File: src/rtl/muldiv_sequencer.sv
// rtl/muldiv_sequencer.sv - sequencer for the shared mult/div units and HI/LO pair
//
// Purpose:
//   Accepts one-cycle MULT / DIV / DIVM requests from the control unit, pulses
//   the unit start line, holds the div source and HI/LO mux selects, counts the
//   unit run time and strobes the HI/LO load (or raises a divide-by-zero
//   exception). The control unit simply stalls while busy is high.
//
// Optional feature macro: MULDIV_EARLY_ZERO_EN
//   Defined   - a divide request with divisor==0 goes straight to EXC, no div_init.
//   Undefined - divisor is unused; zero is detected only via div_zero_in at the
//               end of the full DIV_CYCLES run.
//
// Ports:
//   clk          in   system clock, rising edge
//   reset        in   asynchronous active-low reset
//   mult_req     in   start signed multiply A*B
//   div_req      in   start divide A/B
//   divm_req     in   start divide B/MDR
//   divisor      in   [31:0] divisor at the div unit's B input
//   div_zero_in  in   DivZero flag from the div unit
//   mult_init    out  one-cycle start pulse to the mult unit
//   div_init     out  one-cycle start pulse to the div unit
//   div_src_sel  out  div operand select: 0 = A/B, 1 = B/MDR
//   hilo_sel     out  HI/LO input select: 0 = div results, 1 = mult results
//   hl_load      out  HI/LO load strobe
//   busy         out  operation in progress, requests ignored
//   done         out  one-cycle completion pulse
//   div_zero_exc out  one-cycle divide-by-zero exception pulse

module muldiv_sequencer #(
   parameter int MULT_CYCLES = 32,
   parameter int DIV_CYCLES  = 32
) (
   input  logic        clk,
   input  logic        reset,
   input  logic        mult_req,
   input  logic        div_req,
   input  logic        divm_req,
   input  logic [31:0] divisor,
   input  logic        div_zero_in,
   output logic        mult_init,
   output logic        div_init,
   output logic        div_src_sel,
   output logic        hilo_sel,
   output logic        hl_load,
   output logic        busy,
   output logic        done,
   output logic        div_zero_exc
);

   localparam int MAX_CYC = (MULT_CYCLES > DIV_CYCLES) ? MULT_CYCLES : DIV_CYCLES;
   localparam int CNT_W   = $clog2(MAX_CYC + 1);
   localparam logic [CNT_W-1:0] MULT_LOAD = CNT_W'(MULT_CYCLES - 1);
   localparam logic [CNT_W-1:0] DIV_LOAD  = CNT_W'(DIV_CYCLES - 1);

   typedef enum logic [2:0] {
      S_IDLE     = 3'd0,
      S_MULT_RUN = 3'd1,
      S_DIV_RUN  = 3'd2,
      S_WB       = 3'd3,
      S_EXC      = 3'd4
   } state_t;

   state_t           r_state;
   logic [CNT_W-1:0] r_cnt;
   logic             r_mult_init;
   logic             r_div_init;
   logic             r_div_src_sel;
   logic             r_hilo_sel;
   logic             r_hl_load;
   logic             r_busy;
   logic             r_done;
   logic             r_div_zero_exc;

`ifdef MULDIV_EARLY_ZERO_EN
   logic w_divisor_zero;
   assign w_divisor_zero = (divisor == 32'd0);
`else
   // The divisor only matters for early zero detection.
   logic w_unused_divisor;
   assign w_unused_divisor = ^divisor;
`endif

   always_ff @(posedge clk or negedge reset) begin
      if (!reset) begin
         r_state        <= S_IDLE;
         r_cnt          <= '0;
         r_mult_init    <= 1'b0;
         r_div_init     <= 1'b0;
         r_div_src_sel  <= 1'b0;
         r_hilo_sel     <= 1'b0;
         r_hl_load      <= 1'b0;
         r_busy         <= 1'b0;
         r_done         <= 1'b0;
         r_div_zero_exc <= 1'b0;
      end else begin
         // Pulse outputs default low; each is raised only on its entry edge.
         r_mult_init    <= 1'b0;
         r_div_init     <= 1'b0;
         r_hl_load      <= 1'b0;
         r_done         <= 1'b0;
         r_div_zero_exc <= 1'b0;

         case (r_state)
            S_IDLE: begin
               if (mult_req) begin
                  r_state     <= S_MULT_RUN;
                  r_cnt       <= MULT_LOAD;
                  r_hilo_sel  <= 1'b1;
                  r_mult_init <= 1'b1;
                  r_busy      <= 1'b1;
               end else if (div_req || divm_req) begin
                  // div_req outranks divm_req, so the source is MDR only without div_req.
                  r_div_src_sel <= ~div_req;
                  r_hilo_sel    <= 1'b0;
                  r_busy        <= 1'b1;
`ifdef MULDIV_EARLY_ZERO_EN
                  if (w_divisor_zero) begin
                     r_state        <= S_EXC;
                     r_done         <= 1'b1;
                     r_div_zero_exc <= 1'b1;
                  end else begin
                     r_state    <= S_DIV_RUN;
                     r_cnt      <= DIV_LOAD;
                     r_div_init <= 1'b1;
                  end
`else
                  r_state    <= S_DIV_RUN;
                  r_cnt      <= DIV_LOAD;
                  r_div_init <= 1'b1;
`endif
               end
            end

            S_MULT_RUN: begin
               if (r_cnt == '0) begin
                  r_state   <= S_WB;
                  r_hl_load <= 1'b1;
                  r_done    <= 1'b1;
               end else begin
                  r_cnt <= r_cnt - CNT_W'(1);
               end
            end

            S_DIV_RUN: begin
               if (r_cnt == '0) begin
                  // The div unit's zero flag is only meaningful on its last cycle.
                  r_done <= 1'b1;
                  if (div_zero_in) begin
                     r_state        <= S_EXC;
                     r_div_zero_exc <= 1'b1;
                  end else begin
                     r_state   <= S_WB;
                     r_hl_load <= 1'b1;
                  end
               end else begin
                  r_cnt <= r_cnt - CNT_W'(1);
               end
            end

            S_WB, S_EXC: begin
               r_state <= S_IDLE;
               r_busy  <= 1'b0;
            end

            default: begin
               r_state <= S_IDLE;
               r_busy  <= 1'b0;
            end
         endcase
      end
   end

   assign mult_init    = r_mult_init;
   assign div_init     = r_div_init;
   assign div_src_sel  = r_div_src_sel;
   assign hilo_sel     = r_hilo_sel;
   assign hl_load      = r_hl_load;
   assign busy         = r_busy;
   assign done         = r_done;
   assign div_zero_exc = r_div_zero_exc;

endmodule

File: config.mk
export PLATFORM = sky130hd
export DESIGN_NAME = muldiv_sequencer
export DESIGN_NICKNAME = d
export VERILOG_FILES = /design/src/rtl/muldiv_sequencer.sv
export SDC_FILE = /design/constraint.sdc
export NUM_CORES = 1
export LEC_CHECK = 0
export ABC_AREA = 1
export BUFFER_PORTS_ARGS = -buffer_cell sky130_fd_sc_hd__clkbuf_2
export CAP_MARGIN = 10
export CORE_MARGIN = 3
export CORE_UTILIZATION = 30
export CTS_CLUSTER_SIZE = 24
export DETAILED_ROUTE_END_ITERATION = 12
export PLACE_DENSITY_LB_ADDON = 0.15
export SETUP_SLACK_MARGIN = 0.02
export SYNTH_ARGS = -nofsm -noshare
export SYNTH_HDL_FRONTEND = slang
export SYNTH_SLANG_ARGS = --single-unit
File: constraint.sdc
create_clock -name clk -period 1.9 [get_ports clk]
set_clock_uncertainty 0.05 [all_clocks]
set_input_delay 0.285 -clock clk [delete_from_list [all_inputs] [get_ports clk]]
set_output_delay 0.285 -clock clk [all_outputs]
set_load 0.01 [all_outputs]
==> impl_metrics.tcl, run 1 <==
set metrics [dict create \
    outcome "finished clean" \
    worstHoldPathType "primary input to flop" \
    grt_pass1_vias 665 \
    place_hpwl_mm 1.22 \
    tightest_slew_ps 426 \
    yosysWarningCount 0 \
    drtAntennaViolNets 0 \
    switching_share 0.448 \
    die_area_mm2 0.00344 \
    p_sw_uw 660 \
    final_max_slew_viol_count 0 \
    drtIter0Drc 24 \
    finalNetCount 160 \
    synth.area.top_cells "dfrtp_1, nand2_1, nor2_1, nand3_1, inv_1" \
    gr-usage-all-layers 0.105 \
    clock-sinks 17 \
    powerDensity_mw_per_mm2 1520 \
    syn_nets 141 \
    antenna_found_initial 0 \
    hold_buffers 1 \
    rsz0062_at_grt "false" \
    synth_common_cells "nand2_1, dfrtp_1, nor2_1" \
    endpoint_kind "flop" \
    p_total_uw 1470 \
    fp.dieH_um 58.6 \
    timing.final.crit_share 0.808 \
    syn2layout_area_growth_pct 16.7 \
    p_seq_frac 0.377 \
    ys_seq_elements 17 \
    syn_area_um2 831 \
    grt_overflow 0 \
    slew_headroom 0.716 \
    h-tree-depth 1 \
    first_pass_iters 4 \
    hold_violations 0 \
    fmax_ghz 0.651 \
    timing.hold.ws_ps 172 \
    synth_edf_count 0 \
    synth_area_leader_cell "dfrtp_1" \
    cts_resized 0 \
    setup_viol 0 \
    ir_worst_vdd_uv 678 \
    synthDistinctLibCells 15 \
    crit_type "flop to flop" \
    grt_max_degree 18 \
    route.detailed.drc 0 \
    fin_setup_tns_ps 0 \
    fp.dieW_um 58.6 \
    fin_crit_ps 1540 \
    row_count 18 \
    core_mm2 0.00254 \
    cp.required_ps 2030 \
    grt_first_pass_wirelength_mm 2.79 \
    diodes 0 \
    start_util 0.326 \
    synth_async_sr_flop_share 1.00 \
    clk_pin_slew_ps 100 \
    worst_skew_pair.late_latency_ps 280 \
    syn_inst 102 \
    root_buffer "clkbuf_4" \
    p_int_uw 812 \
    cts_tree "yes" \
    ys.flop_type "dfrtp_1" \
    final_util 0.381 \
    multiInputGateArea_um2 353 \
    synth.most_common_cell "nand2_1" \
    p_clk_frac 0.128 \
    wirelength_mm 1.59 \
    io_pins 46 \
    post_drt_wl_per_cell_um 10.6 \
    finalWeightedCongestion 0.747 \
    ys_seq_area_frac 0.512 \
    num_vias 658 \
    worstPathArrival_ps 1670 \
    drive_gt1_frac 0.200 \
    portBuffers 13 \
    clock_path_buffers 2 \
    regArea_um2 425 \
    synth_top_area_frac 0.512 \
    via_per_inst 4.39 \
    fillers 268 \
    cp_max_fo 8 \
    synth_area_per_cell_um2 8.15 \
    p_leak_uw 0.000538 \
    crit_path_start_kind "flop" \
    post-cts-setup-buffers 0 \
    pwr-share-comb 0.495 \
    cts_buffers 3 \
    cap_violations 0 \
]
sequential cells by signal (all words and copies together), names as in the netlist:
register	count
busy	1
div_init	1
div_src_sel	1
div_zero_exc	1
done	1
hilo_sel	1
hl_load	1
mult_init	1
r_cnt	6
r_state	3
per-layer routing:
layer / part of all wire / vias up / GRT usage
li1: - / 351 / -
met1: 0.50 / 296 / 0.134
met2: 0.45 / 9 / 0.167
met3: 0.040 / 2 / 0.0417
met4: 0.0094 / 0 / 0.0259
met5: 0 / - / 0
critical path, cell delays in order, from the launching register on:
cell	delay, ps
dfrtp_1	390
inv_1	160
ha_1	260
nand3_2	180
nand2_4	150
nand2_4	90
nor2_1	100
nor2_1	50
logic make-up (layout without fill, tap and decap cells):
family                     after synthesis  after routing  synth area share
DFF                                     17             17             0.512
and+or+nand+nor                         64             64             0.346
buffers and inverters                   14             32            0.0633
adders and majority gates                1              1            0.0151
xor gates and xnor gates                 1              1            0.0105
AOI/OAI and AO/OA                        5              5            0.0527
stage by stage:
stage	cells	instance area [um2]	setup WS, ps
2_1_floorplan	102	831	539
3_3_place_gp	145	933	364
3_5_place_dp	145	933	359
4_1_cts	150	970	341
5_1_grt	150	970	215
6_report	150	970	365
layout make-up:
class,count,share of cell area
well taps,30,0.0387
flip-flops and latches,17,0.439
repair buffers,14,0.0774
inverters,14,0.0542
multi-input cells,71,0.364
clock buffers,4,0.0271
power groups by stage:
stage               logic [uW]  clock network (uW)  registers, uW
floorplan                  543                   0            569
global placement           722                   0            556
detailed placement         738                   0            563
CTS                        743                 200            555
global route               844                 214            568
finish                     728                 189            555
path summary, 6_finish.rpt:
kind / depth (start not counted) / end / slack, ps / from
worst max-delay path: 7 / r_cnt[2]$_DFFE_PN0P_ / 360 / r_cnt[0]$_DFFE_PN0P_
worst min-delay path: 2 / div_src_sel$_DFFE_PN0P_ / 170 / div_req
worst max register to register: 7 / r_cnt[2]$_DFFE_PN0P_ / 360 / r_cnt[0]$_DFFE_PN0P_
worst min register to register: 2 / busy$_DFFE_PN0P_ / 430 / busy$_DFFE_PN0P_
max in group asynchronous: 2 / done$_DFF_PN0_ / 1090 / reset
min in group asynchronous: 2 / div_src_sel$_DFFE_PN0P_ / 410 / reset
cells in the final DEF (no fill, tap or decap):
cell type	count
dlygate4sd3_1	1
nand2_4	3
o21ai_0	1
nand2_1	31
nand3_2	1
clkbuf_1	1
o21ai_2	2
xor2_1	1
dfrtp_1	17
inv_1	14
o21ai_1	1
nor2_2	1
nand4_1	1
o21ai_4	1
clkbuf_4	3
clkbuf_2	13
nand3_1	11
nor2_1	16
ha_1	1
Power figures use the tool's default switching activity.
==> run 2, diff against run 1 <==
clock period = 1.45 ns   (was 1.9 ns; I/O delays follow)
==> run 2 against run 1 <==
Routed wire length up 0.75%. Global-route usage grew 0.28 points. Design area rose by 2.8%. Total power rose by 35%. Utilization is 1.1 points higher. Cell count increased by 1.3%.
==> impl_metrics.tcl, run 2 (synthesis gave the netlist of run 1 again) <==
set metrics [dict create \
    cp_max_fo 8 \
    final_max_slew_viol_count 0 \
    cts_tree "yes" \
    met2_wirelength_um 741 \
    grt_first_pass_wirelength_mm 2.73 \
    layout_common_cells "nand2_1, dfrtp_1, nor2_1" \
    route.detailed.drc 0 \
    root_buffer "clkbuf_4" \
    hold_violations 0 \
    crit_path_start_kind "flop" \
    diodes 0 \
    grt_pass1_vias 646 \
    worstPathArrival_ps 1450 \
    rsz0062_at_grt "false" \
    clk_pin_slew_ps 100 \
    worstHoldPathType "primary input to flop" \
    start_util 0.326 \
    post_drt_wl_per_cell_um 10.5 \
    tightest_slew_ps 431 \
    p_leak_uw 0.000547 \
    powerDensity_mw_per_mm2 1990 \
    slew_headroom 0.713 \
    drive_gt1_frac 0.221 \
    h-tree-depth 1 \
    finalWeightedCongestion 0.758 \
    die_area_mm2 0.00344 \
    drtIter0Drc 18 \
    layout_commonest_cell "nand2_1" \
    final_util 0.392 \
    worst_skew_pair.late_latency_ps 290 \
    io_pins 46 \
    portBuffers 13 \
    dp.cells 147 \
    num_vias 688 \
    syn2layout_area_growth_pct 20.0 \
    row_count 18 \
    path_cells "inv_1, ha_4, nand3_2, nand2_4, nand2_4, nor2_1, nor2_1" \
    core_mm2 0.00254 \
    endpoint_kind "flop" \
    reg_top3 "r_cnt (6), r_state (3)" \
    finalNetCount 162 \
    p_total_uw 1980 \
    clock-sinks 17 \
    place_hpwl_mm 1.19 \
    cp_slowest_cell "dfrtp_1" \
    cpPeakStageDelay_ps 390 \
    first_pass_iters 6 \
    cap_violations 0 \
    cp.required_ps 1590 \
    gr-usage-all-layers 0.108 \
    fin_crit_ps 1310 \
    topRoutingLayerUsed "met4" \
    fmax_ghz 0.762 \
    wl_met1_um 766 \
    post-cts-setup-buffers 0 \
    crit_type "flop to flop" \
    drtAntennaViolNets 0 \
    timing.hold.ws_ps 90.3 \
    grt_max_degree 18 \
    fp.dieW_um 58.6 \
    grt_overflow 0 \
    fp.dieH_um 58.6 \
    regMostFlops "r_cnt" \
    wirelength_mm 1.60 \
    ir_worst_vdd_uv 1080 \
    clock_path_buffers 2 \
    setup_viol 0 \
    fin_setup_tns_ps 0 \
    cts_buffers 3 \
    wl_met3_um 74 \
    instances_no_fill 152 \
    outcome "finished clean" \
    antenna_found_initial 0 \
    via_per_inst 4.53 \
    largest_reg_flops 6 \
    timing.final.crit_share 0.905 \
]
-- run 2: cell types whose count changed in the layout (fill, tap and decap cells not counted), sizes merged --
cell | previous run | this run
buf | 0 | 2
-- run 2: metal layers --
metal  vias to the layer above  GRT usage
met1                       323      0.129
li1                        354          -
met3                         2     0.0482
met2                         9      0.167
met4                         0     0.0485
met5                         -          0
-- run 2: metrics by stage --
step / worst slack [ps] / cell area [um2]
final: 138 / 997
after global routing: 12.9 / 997
after CTS: 75.5 / 985
after detailed placement: 109 / 948
after global placement: 121 / 948
after floorplan: 89.1 / 831
-- run 2: final cells by class --
type / count / area, um2
clock buffers: 4 / 26.3
fillers: 256 / 1550
inverters: 14 / 52.6
multi-input cells: 71 / 365
flip-flops and latches: 17 / 425
well taps: 30 / 37.5
repair buffers: 16 / 90.1
-- run 2: where the power goes --
group | leakage, uW | total (uW) | internal, uW | switching (uW)
logic | 0.000323 | 1010 | 366 | 641
registers | 0.000209 | 724 | 628 | 95.4
clock network | 0.0000150 | 250 | 107 | 143
total | 0.000547 | 1980 | 1100 | 880
-- run 2: final timing paths --
kind	startpoint	cells past startpoint	to	slack, ps
setup / recovery	r_cnt[1]$_DFFE_PN0P_	7	r_cnt[2]$_DFFE_PN0P_	140
hold / removal	div_req	2	div_src_sel$_DFFE_PN0P_	90
setup reg to reg	r_cnt[1]$_DFFE_PN0P_	7	r_cnt[2]$_DFFE_PN0P_	140
hold reg to reg	busy$_DFFE_PN0P_	2	busy$_DFFE_PN0P_	430
max in group asynchronous	reset	2	r_cnt[4]$_DFFE_PN0P_	710
min in group asynchronous	reset	2	div_src_sel$_DFFE_PN0P_	340
-- run 2: critical path, delay by kind of cell, from the launching register on --
kind / cells / cell delay [ps]
AND/OR/NAND/NOR: 5 / 480
flip-flops: 1 / 390
adder cells (fa/ha/maj): 1 / 170
buffers and inverters: 1 / 130
-- run 2: what timing repair did --
item                                    CTS  global route
endpoints found under the setup margin    0             6
hold buffers                              1             0
gates resized for setup                   0             2
endpoints found under the hold margin    17             0
